$ cat config.mk
export PLATFORM = sky130hd
export DESIGN_NAME = morph_filter
export DESIGN_NICKNAME = d
export VERILOG_FILES = /design/src/rtl/morph_pkg.sv /design/src/rtl/morph_linebuf.sv /design/src/rtl/morph_filter.sv
export SDC_FILE = /design/constraint.sdc
export NUM_CORES = 2
export LEC_CHECK = 0
export BUFFER_PORTS_ARGS = -buffer_cell sky130_fd_sc_hd__buf_2
export CORE_MARGIN = 10
export CORE_UTILIZATION = 45
export CTS_CLUSTER_SIZE = 14
export DETAILED_ROUTE_END_ITERATION = 10
export GPL_TIMING_DRIVEN = 0
export SYNTH_ARGS = -nofsm -noshare
export SYNTH_HDL_FRONTEND = slang
export SYNTH_HIERARCHICAL = 1
export SYNTH_SLANG_ARGS = --single-unit
$ cat constraint.sdc
create_clock -name clk -period 27.6 [get_ports clk]
set_input_delay 8.28 -clock clk [delete_from_list [all_inputs] [get_ports clk]]
set_output_delay 8.28 -clock clk [all_outputs]
set_load 0.005 [all_outputs]
$ cat src/rtl/morph_pkg.sv
// Shared definitions for the binary morphology filter: mode encodings,
// output colour defaults and the border padding values.
package morph_pkg;

  // Run-time operation select, sampled together with each pixel
  typedef enum logic [1:0] {
    MODE_ERODE  = 2'b00,
    MODE_DILATE = 2'b01,
    MODE_BYPASS = 2'b10,
    MODE_GRAD   = 2'b11
  } mode_e;

  // rgb_out drive levels for a 1 / 0 result
  localparam logic [11:0] COLOR_ON_DEFAULT = 12'hFFF;
  localparam logic [11:0] COLOR_OFF        = 12'h000;

  // Out-of-image taps read as the identity of each operator, so the frame
  // border is neither eaten away by erode nor grown by dilate.
  localparam logic PAD_ERODE  = 1'b1;
  localparam logic PAD_DILATE = 1'b0;

endpackage

$ cat src/rtl/morph_linebuf.sv
// One line of 1-bit delay: single-port RAM addressed by column, read
// combinationally before the write at the same address lands. Cascading
// several of these yields the pixels 1, 2, ... lines above the input.
// Contents are deliberately not reset; stale data is masked downstream.
module morph_linebuf
  import morph_pkg::*;
#(
  parameter int IMG_W = 1024,
  parameter int AW    = 11
) (
  input  logic          clk,
  input  logic          we,
  input  logic [AW-1:0] addr,
  input  logic          din,
  output logic          dout
);

  localparam int IW    = (IMG_W > 1) ? $clog2(IMG_W) : 1;
  localparam int DEPTH = 1 << IW;

  logic            ram [0:DEPTH-1];
  logic [IW-1:0]   idx_s;
  logic            in_range_s;

  // Address decode and read of the previous line's pixel at this column
  always_comb begin
    in_range_s = (addr < AW'(IMG_W));
    idx_s      = addr[IW-1:0];
    if (in_range_s) begin
      dout = ram[idx_s];
    end else begin
      dout = 1'b0;
    end
  end

  // Store the current pixel for use one line later
  always_ff @(posedge clk) begin
    if (we && in_range_s) begin
      ram[idx_s] <= din;
    end
  end

endmodule

$ cat src/rtl/morph_filter.sv
// KSIZE x KSIZE binary erode / dilate / bypass / gradient over a raster
// stream. Stage 1 shifts the pixel into the window and registers its
// coordinates; stage 2 masks padding taps and registers the result, so a
// pixel's result is visible two clocks after it is presented.
module morph_filter
  import morph_pkg::*;
#(
  parameter int          IMG_W    = 1024,
  parameter int          IMG_H    = 768,
  parameter int          KSIZE    = 3,
  parameter int          HC_W     = 11,
  parameter logic [11:0] COLOR_ON = COLOR_ON_DEFAULT
) (
  input  logic            clk,
  input  logic            rst,
  input  logic [HC_W-1:0] hcount,
  input  logic [HC_W-1:0] vcount,
  input  logic            sobel_value,
  input  logic [1:0]      mode,
  output logic            out_valid,
  output logic [HC_W-1:0] out_hcount,
  output logic [HC_W-1:0] out_vcount,
  output logic            morph_value,
  output logic [11:0]     rgb_out
);

  localparam int R   = (KSIZE - 1) / 2;
  localparam int NLB = KSIZE - 1;
  localparam int LSW = $clog2(KSIZE);

  localparam logic [LSW-1:0]  LS_MAX = LSW'(KSIZE - 1);
  localparam logic [HC_W-1:0] W_C    = HC_W'(IMG_W);
  localparam logic [HC_W-1:0] H_C    = HC_W'(IMG_H);
  localparam logic [HC_W-1:0] LAST_C = HC_W'(IMG_W - 1);
  localparam logic [HC_W-1:0] R_C    = HC_W'(R);

  logic                         in_act_s;
  logic                         frame_start_s;
  logic                         line_end_s;
  logic [NLB-1:0]               lb_in_s;
  logic [NLB-1:0]               lb_out_s;
  logic [KSIZE-1:0]             col_s;

  // Window rows j = lines above the newest row, bits k = columns left of newest
  logic [KSIZE-1:0][KSIZE-1:0]  win_d, win_q;
  logic [LSW-1:0]               lines_seen_d, lines_seen_q;

  // Stage-1 side information travelling with the window
  logic                         act_d, act_q;
  logic [HC_W-1:0]              h_d, h_q;
  logic [HC_W-1:0]              v_d, v_q;
  mode_e                        mode_d, mode_q;
  logic [LSW-1:0]               ls_d, ls_q;

  logic                         ero_s, dil_s, ctr_s, res_s;

  logic                         out_valid_d, out_valid_q;
  logic [HC_W-1:0]              out_hcount_d, out_hcount_q;
  logic [HC_W-1:0]              out_vcount_d, out_vcount_q;
  logic                         morph_d, morph_q;
  logic [11:0]                  rgb_d, rgb_q;

  assign in_act_s      = (hcount < W_C) && (vcount < H_C);
  assign frame_start_s = (hcount == '0) && (vcount == '0);
  assign line_end_s    = (hcount == LAST_C);

  // Newest window column: current pixel at the bottom, line buffers above
  assign col_s = {lb_out_s, sobel_value};

  for (genvar g = 0; g < NLB; g++) begin : g_lb
    if (g == 0) begin : g_first
      assign lb_in_s[g] = sobel_value;
    end else begin : g_next
      assign lb_in_s[g] = lb_out_s[g-1];
    end
    morph_linebuf #(
      .IMG_W (IMG_W),
      .AW    (HC_W)
    ) u_linebuf (
      .clk  (clk),
      .we   (in_act_s),
      .addr (hcount),
      .din  (lb_in_s[g]),
      .dout (lb_out_s[g])
    );
  end

  // Window shift on active pixels only; blanking holds it still
  always_comb begin
    win_d = win_q;
    if (in_act_s) begin
      for (int j = 0; j < KSIZE; j++) begin
        win_d[j] = {win_q[j][KSIZE-2:0], col_s[j]};
      end
    end else begin
      win_d = win_q;
    end
  end

  // Count completed lines of this frame (saturating) to mask unfilled rows
  always_comb begin
    if (in_act_s && frame_start_s) begin
      lines_seen_d = '0;
    end else if (in_act_s && line_end_s && (lines_seen_q != LS_MAX)) begin
      lines_seen_d = lines_seen_q + LSW'(1);
    end else begin
      lines_seen_d = lines_seen_q;
    end
  end

  // Capture per-pixel context that the result stage needs one clock later
  always_comb begin
    act_d  = in_act_s;
    h_d    = hcount;
    v_d    = vcount;
    mode_d = mode_e'(mode);
    if (frame_start_s) begin
      ls_d = '0;
    end else begin
      ls_d = lines_seen_q;
    end
  end

  // Reduce the padded window: unfilled rows and off-left columns use pad values
  always_comb begin
    ero_s = 1'b1;
    dil_s = 1'b0;
    for (int j = 0; j < KSIZE; j++) begin
      for (int k = 0; k < KSIZE; k++) begin
        if ((ls_q >= LSW'(j)) && (h_q >= HC_W'(k))) begin
          ero_s = ero_s & win_q[j][k];
          dil_s = dil_s | win_q[j][k];
        end else begin
          ero_s = ero_s & PAD_ERODE;
          dil_s = dil_s | PAD_DILATE;
        end
      end
    end
    ctr_s = win_q[R][R];
  end

  // Select the operation and form the next output register values
  always_comb begin
    case (mode_q)
      MODE_ERODE:  res_s = ero_s;
      MODE_DILATE: res_s = dil_s;
      MODE_BYPASS: res_s = ctr_s;
      MODE_GRAD:   res_s = dil_s ^ ero_s;
      default:     res_s = ero_s;
    endcase
    out_valid_d  = act_q && (h_q >= R_C) && (v_q >= R_C);
    out_hcount_d = h_q - R_C;
    out_vcount_d = v_q - R_C;
    if (out_valid_d) begin
      morph_d = res_s;
    end else begin
      morph_d = 1'b0;
    end
    if (morph_d) begin
      rgb_d = COLOR_ON;
    end else begin
      rgb_d = COLOR_OFF;
    end
  end

  // Window, line counter and stage-1 context registers
  always_ff @(posedge clk or posedge rst) begin
    if (rst) begin
      win_q        <= '0;
      lines_seen_q <= '0;
      act_q        <= 1'b0;
      h_q          <= '0;
      v_q          <= '0;
      mode_q       <= MODE_ERODE;
      ls_q         <= '0;
    end else begin
      win_q        <= win_d;
      lines_seen_q <= lines_seen_d;
      act_q        <= act_d;
      h_q          <= h_d;
      v_q          <= v_d;
      mode_q       <= mode_d;
      ls_q         <= ls_d;
    end
  end

  // Output registers
  always_ff @(posedge clk or posedge rst) begin
    if (rst) begin
      out_valid_q  <= 1'b0;
      out_hcount_q <= '0;
      out_vcount_q <= '0;
      morph_q      <= 1'b0;
      rgb_q        <= 12'h000;
    end else begin
      out_valid_q  <= out_valid_d;
      out_hcount_q <= out_hcount_d;
      out_vcount_q <= out_vcount_d;
      morph_q      <= morph_d;
      rgb_q        <= rgb_d;
    end
  end

  assign out_valid   = out_valid_q;
  assign out_hcount  = out_hcount_q;
  assign out_vcount  = out_vcount_q;
  assign morph_value = morph_q;
  assign rgb_out     = rgb_q;

endmodule

==> run metrics <==
max incr delay on CP 1.17 ns; die height 469 um; largest net degree at the start of global routing 195; drt pass-1 iters 9; EDFF count, synth 2,048; Finished Layout Cells 9,805; Post-Synthesis Cell Area 90,800 um2; area of the core 200,000 um2; CP arrival 15.02 ns; synthesized net count 6,683; R2R depth 14; WS Path Type input port to flip-flop; Sw Share 23.4%; Slew Viols, Final 110; Gate power share 6.7%; overflow left after global routing 0; Cells after Synth 6,650; gr usage total 30.6%; leak pwr 33.0 nW; # rows 164; Final setup viols 0; Num CTS Buffers 213; startpoint types input port; # DRC 0; via count 63,900; #FFs+latches synth 2,110; Max H-tree Level 4; clk slew on worst S/H paths 0.06 ns; most common cell in the netlist nor2_1; IO buf count 62; final hold viol count 0; Seq/Total Area, Yosys 69.4%; layout cell share with drive strength beyond 1 12.4%; GP Congestion 0.971; Initial DRC Count 12,900; Post-CTS Hold Buffers 0; Max Cap Viol 12; Clk Latency, worst-skew pair 0.89 ns; Yosys top cell area share 67.7%; Yosys top cell by area edfxtp_1; clock share of power 40.7%; Sequential Power Share 52.6%; RSZ-0062 raised after global routing no; syn avg cell area 13.7 um2; failing checks max-capacitance violations, max-slew violations; Setup Fix Bufs, Post-CTS 0; WL per Instance 35.8 um; area of the die 220,000 um2; Max Freq 69.4 MHz; routed vias/inst 6.51; Cell Int Power 5.19 mW; Peak VDD IR 0.0000539 V; PD cells 66.4 nW/um2; reg2reg setup slack 22.73 ns; Req. time, crit path 28.21 ns; initial antenna violation count 32; Psw 1.59 mW; I/O pin total 63; async set-reset flop share out of synthesis 2.94%; vias in the first global route 58,500; CP Max Fanout 40; critical path's slowest cell clkbuf_1; Root Buffer Master clkbuf_16; Critical Path Sink Type flip-flop; Max Clock Skew 0.0376 ns; total power 6.77 mW; Reg2Reg Launch Point g_lb[0].u_linebuf/ram[854]$_DFFE_PP_; Slew @ Worst Pin 1.61 ns; status finished with violations; Cell variety after synth 66; critical-path cell list buf_2, buf_2, buf_2, nand4b_1, clkbuf_1, o22ai_1, nor3_1, nand4_1, nand4_1, o41a_1, a41oi_4, buf_16, buf_16, buf_16, buf_16, buf_12, buf_16, buf_16; DRT antenna net count 0; Crit path top cell by count buf_16; WL final 351,000 um; Resize count post-CTS 0; initial cell density of the core 45.3%; Area Growth Syn to Fin 12.3%; hold crit path type flip-flop to flip-flop; synth warn 6; Critical R2R Capture g_lb[1].u_linebuf/ram[519]$_DFFE_PP_; Max-slew headroom -7.16%; largest cells by area after synthesis edfxtp_1 68%, nor2_1 8.8%, mux2i_1 6.5%; first-pass GRT wire length 470,000 um; Post-Place Cells 9,409; Synth Flop Type edfxtp_1; Die Wd 469 um; post-layout net count 7,002; Hold Path Depth 1; CTS tree built; Post-DP HPWL 221,000 um; Post-synth top cells 2,140 x nor2_1, 2,048 x edfxtp_1, 588 x mux2i_1; Final Cycle Share 52.2%; CTS max path bufs 3; Hold Path Sink out_vcount[5]$_DFF_PP0_; CTS Sinks 2,110; Final min period 14.41 ns; Hold Crit Start v_q[5]$_DFF_PP0_
[metrics by stage]
stage / setup slack (ns) / util, % / hold WS, ns / setup TNS (ns) / cell area (um2)
5_1_grt: 13.32 / 50.9 / 0.479 / 0 / 102000
3_3_place_gp: -4.40 / 47.2 / 0.460 / -4431.47 / 94500
6_report: 13.19 / 50.9 / 0.459 / 0 / 102000
3_5_place_dp: 12.84 / 47.7 / 0.458 / 0 / 95500
4_1_cts: 13.78 / 50.9 / 0.462 / 0 / 102000
2_1_floorplan: 5.32 / - / 0.438 / 0 / 90800
[worst max-delay path: cells and delay by family]
family | cells | cell delay, ns
and+or+nand+nor | 4 | 2.55
buffers and inverters | 11 | 3.21
AOI/OAI and AO/OA | 3 | 0.85
[area by class of cell]
class	instances	area, um2
Sequential cell	2110	63100
Multi-Input combinational cell	3894	24700
Buffer	633	3050
Inverter	13	48.8
Fill cell	17300	98300
Tap cell	2656	3320
Clock inverter	115	866
Antenna cell	11	27.5
Clock buffer	269	5590
Timing Repair Buffer	104	1300
[sequential cells by signal, indices dropped and copies added, names as in the netlist]
name and flops:
ctr_s 1, out_vcount 11, ls_q 2, out_valid 1, h_q 11, act_q 1
v_q 11, mode_q 2, rgb_out 1, win_q 8, g_lb.u_linebuf/ram 2048, lines_seen_q 2
out_hcount 11
[cell families (layout without fill, tap and decap cells)]
kind of cell             Yosys count  in the layout  synth area share (%)
buffers and inverters            646           1134                  3.41
other                              0             11                     0
multiplexers                     818            818                  12.0
AO/OA/AOI/OAI                    422            422                  3.10
XOR/XNOR                          19             19                 0.183
flip-flops                      2110           2110                  69.4
AND/OR/NAND/NOR                 2629           2629                  11.8
adder cells (fa/ha/maj)            6              6                0.0827
[cell usage in the layout (no fill, tap or decap), drive strengths merged, types with 66 or more instances in the layout]
master,n
nor4,66
o22ai,240
clkbuf,666
edfxtp,2048
nand2,184
mux2i,588
clkinv,96
nor2,2146
buf,340
mux4,214
a22oi,83
[power groups by stage]
stage | clock network (mW) | logic [mW] | registers (mW)
2_1_floorplan | 0 | 0.197 | 3.69
3_3_place_gp | 0 | 0.385 | 3.75
3_5_place_dp | 0 | 0.428 | 3.63
6_report | 2.76 | 0.452 | 3.56
5_1_grt | 2.89 | 0.453 | 3.56
4_1_cts | 2.77 | 0.429 | 3.56
[per-layer routing]
| metal | global-route usage, % | wire length, um | vias up |
|---|---|---|---|
| met1 | 41.9 | 129000 | 32500 |
| li1 | - | - | 24900 |
| met5 | 0 | 80 | - |
| met2 | 43.1 | 146000 | 5423 |
| met4 | 13.9 | 18800 | 12 |
| met3 | 11.4 | 57800 | 988 |
[worst max path at each step]
| stage | startpoint | to | slack, ns | depth (start not counted) |
|---|---|---|---|---|
| final | hcount[2] | g_lb[1].u_linebuf/ram[519]$_DFFE_PP_ | 13.19 | 18 |
| after global routing | hcount[2] | g_lb[1].u_linebuf/ram[613]$_DFFE_PP_ | 13.32 | 18 |
| after CTS | hcount[3] | g_lb[1].u_linebuf/ram[577]$_DFFE_PP_ | 13.78 | 17 |
| after detailed placement | hcount[3] | g_lb[1].u_linebuf/ram[518]$_DFFE_PP_ | 12.84 | 17 |
| after global placement | hcount[2] | g_lb[1].u_linebuf/ram[626]$_DFFE_PP_ | -4.40 | 11 |
| after floorplan | hcount[2] | g_lb[1].u_linebuf/ram[0]$_DFFE_PP_ | 5.32 | 9 |
Power figures use the tool's default switching activity.
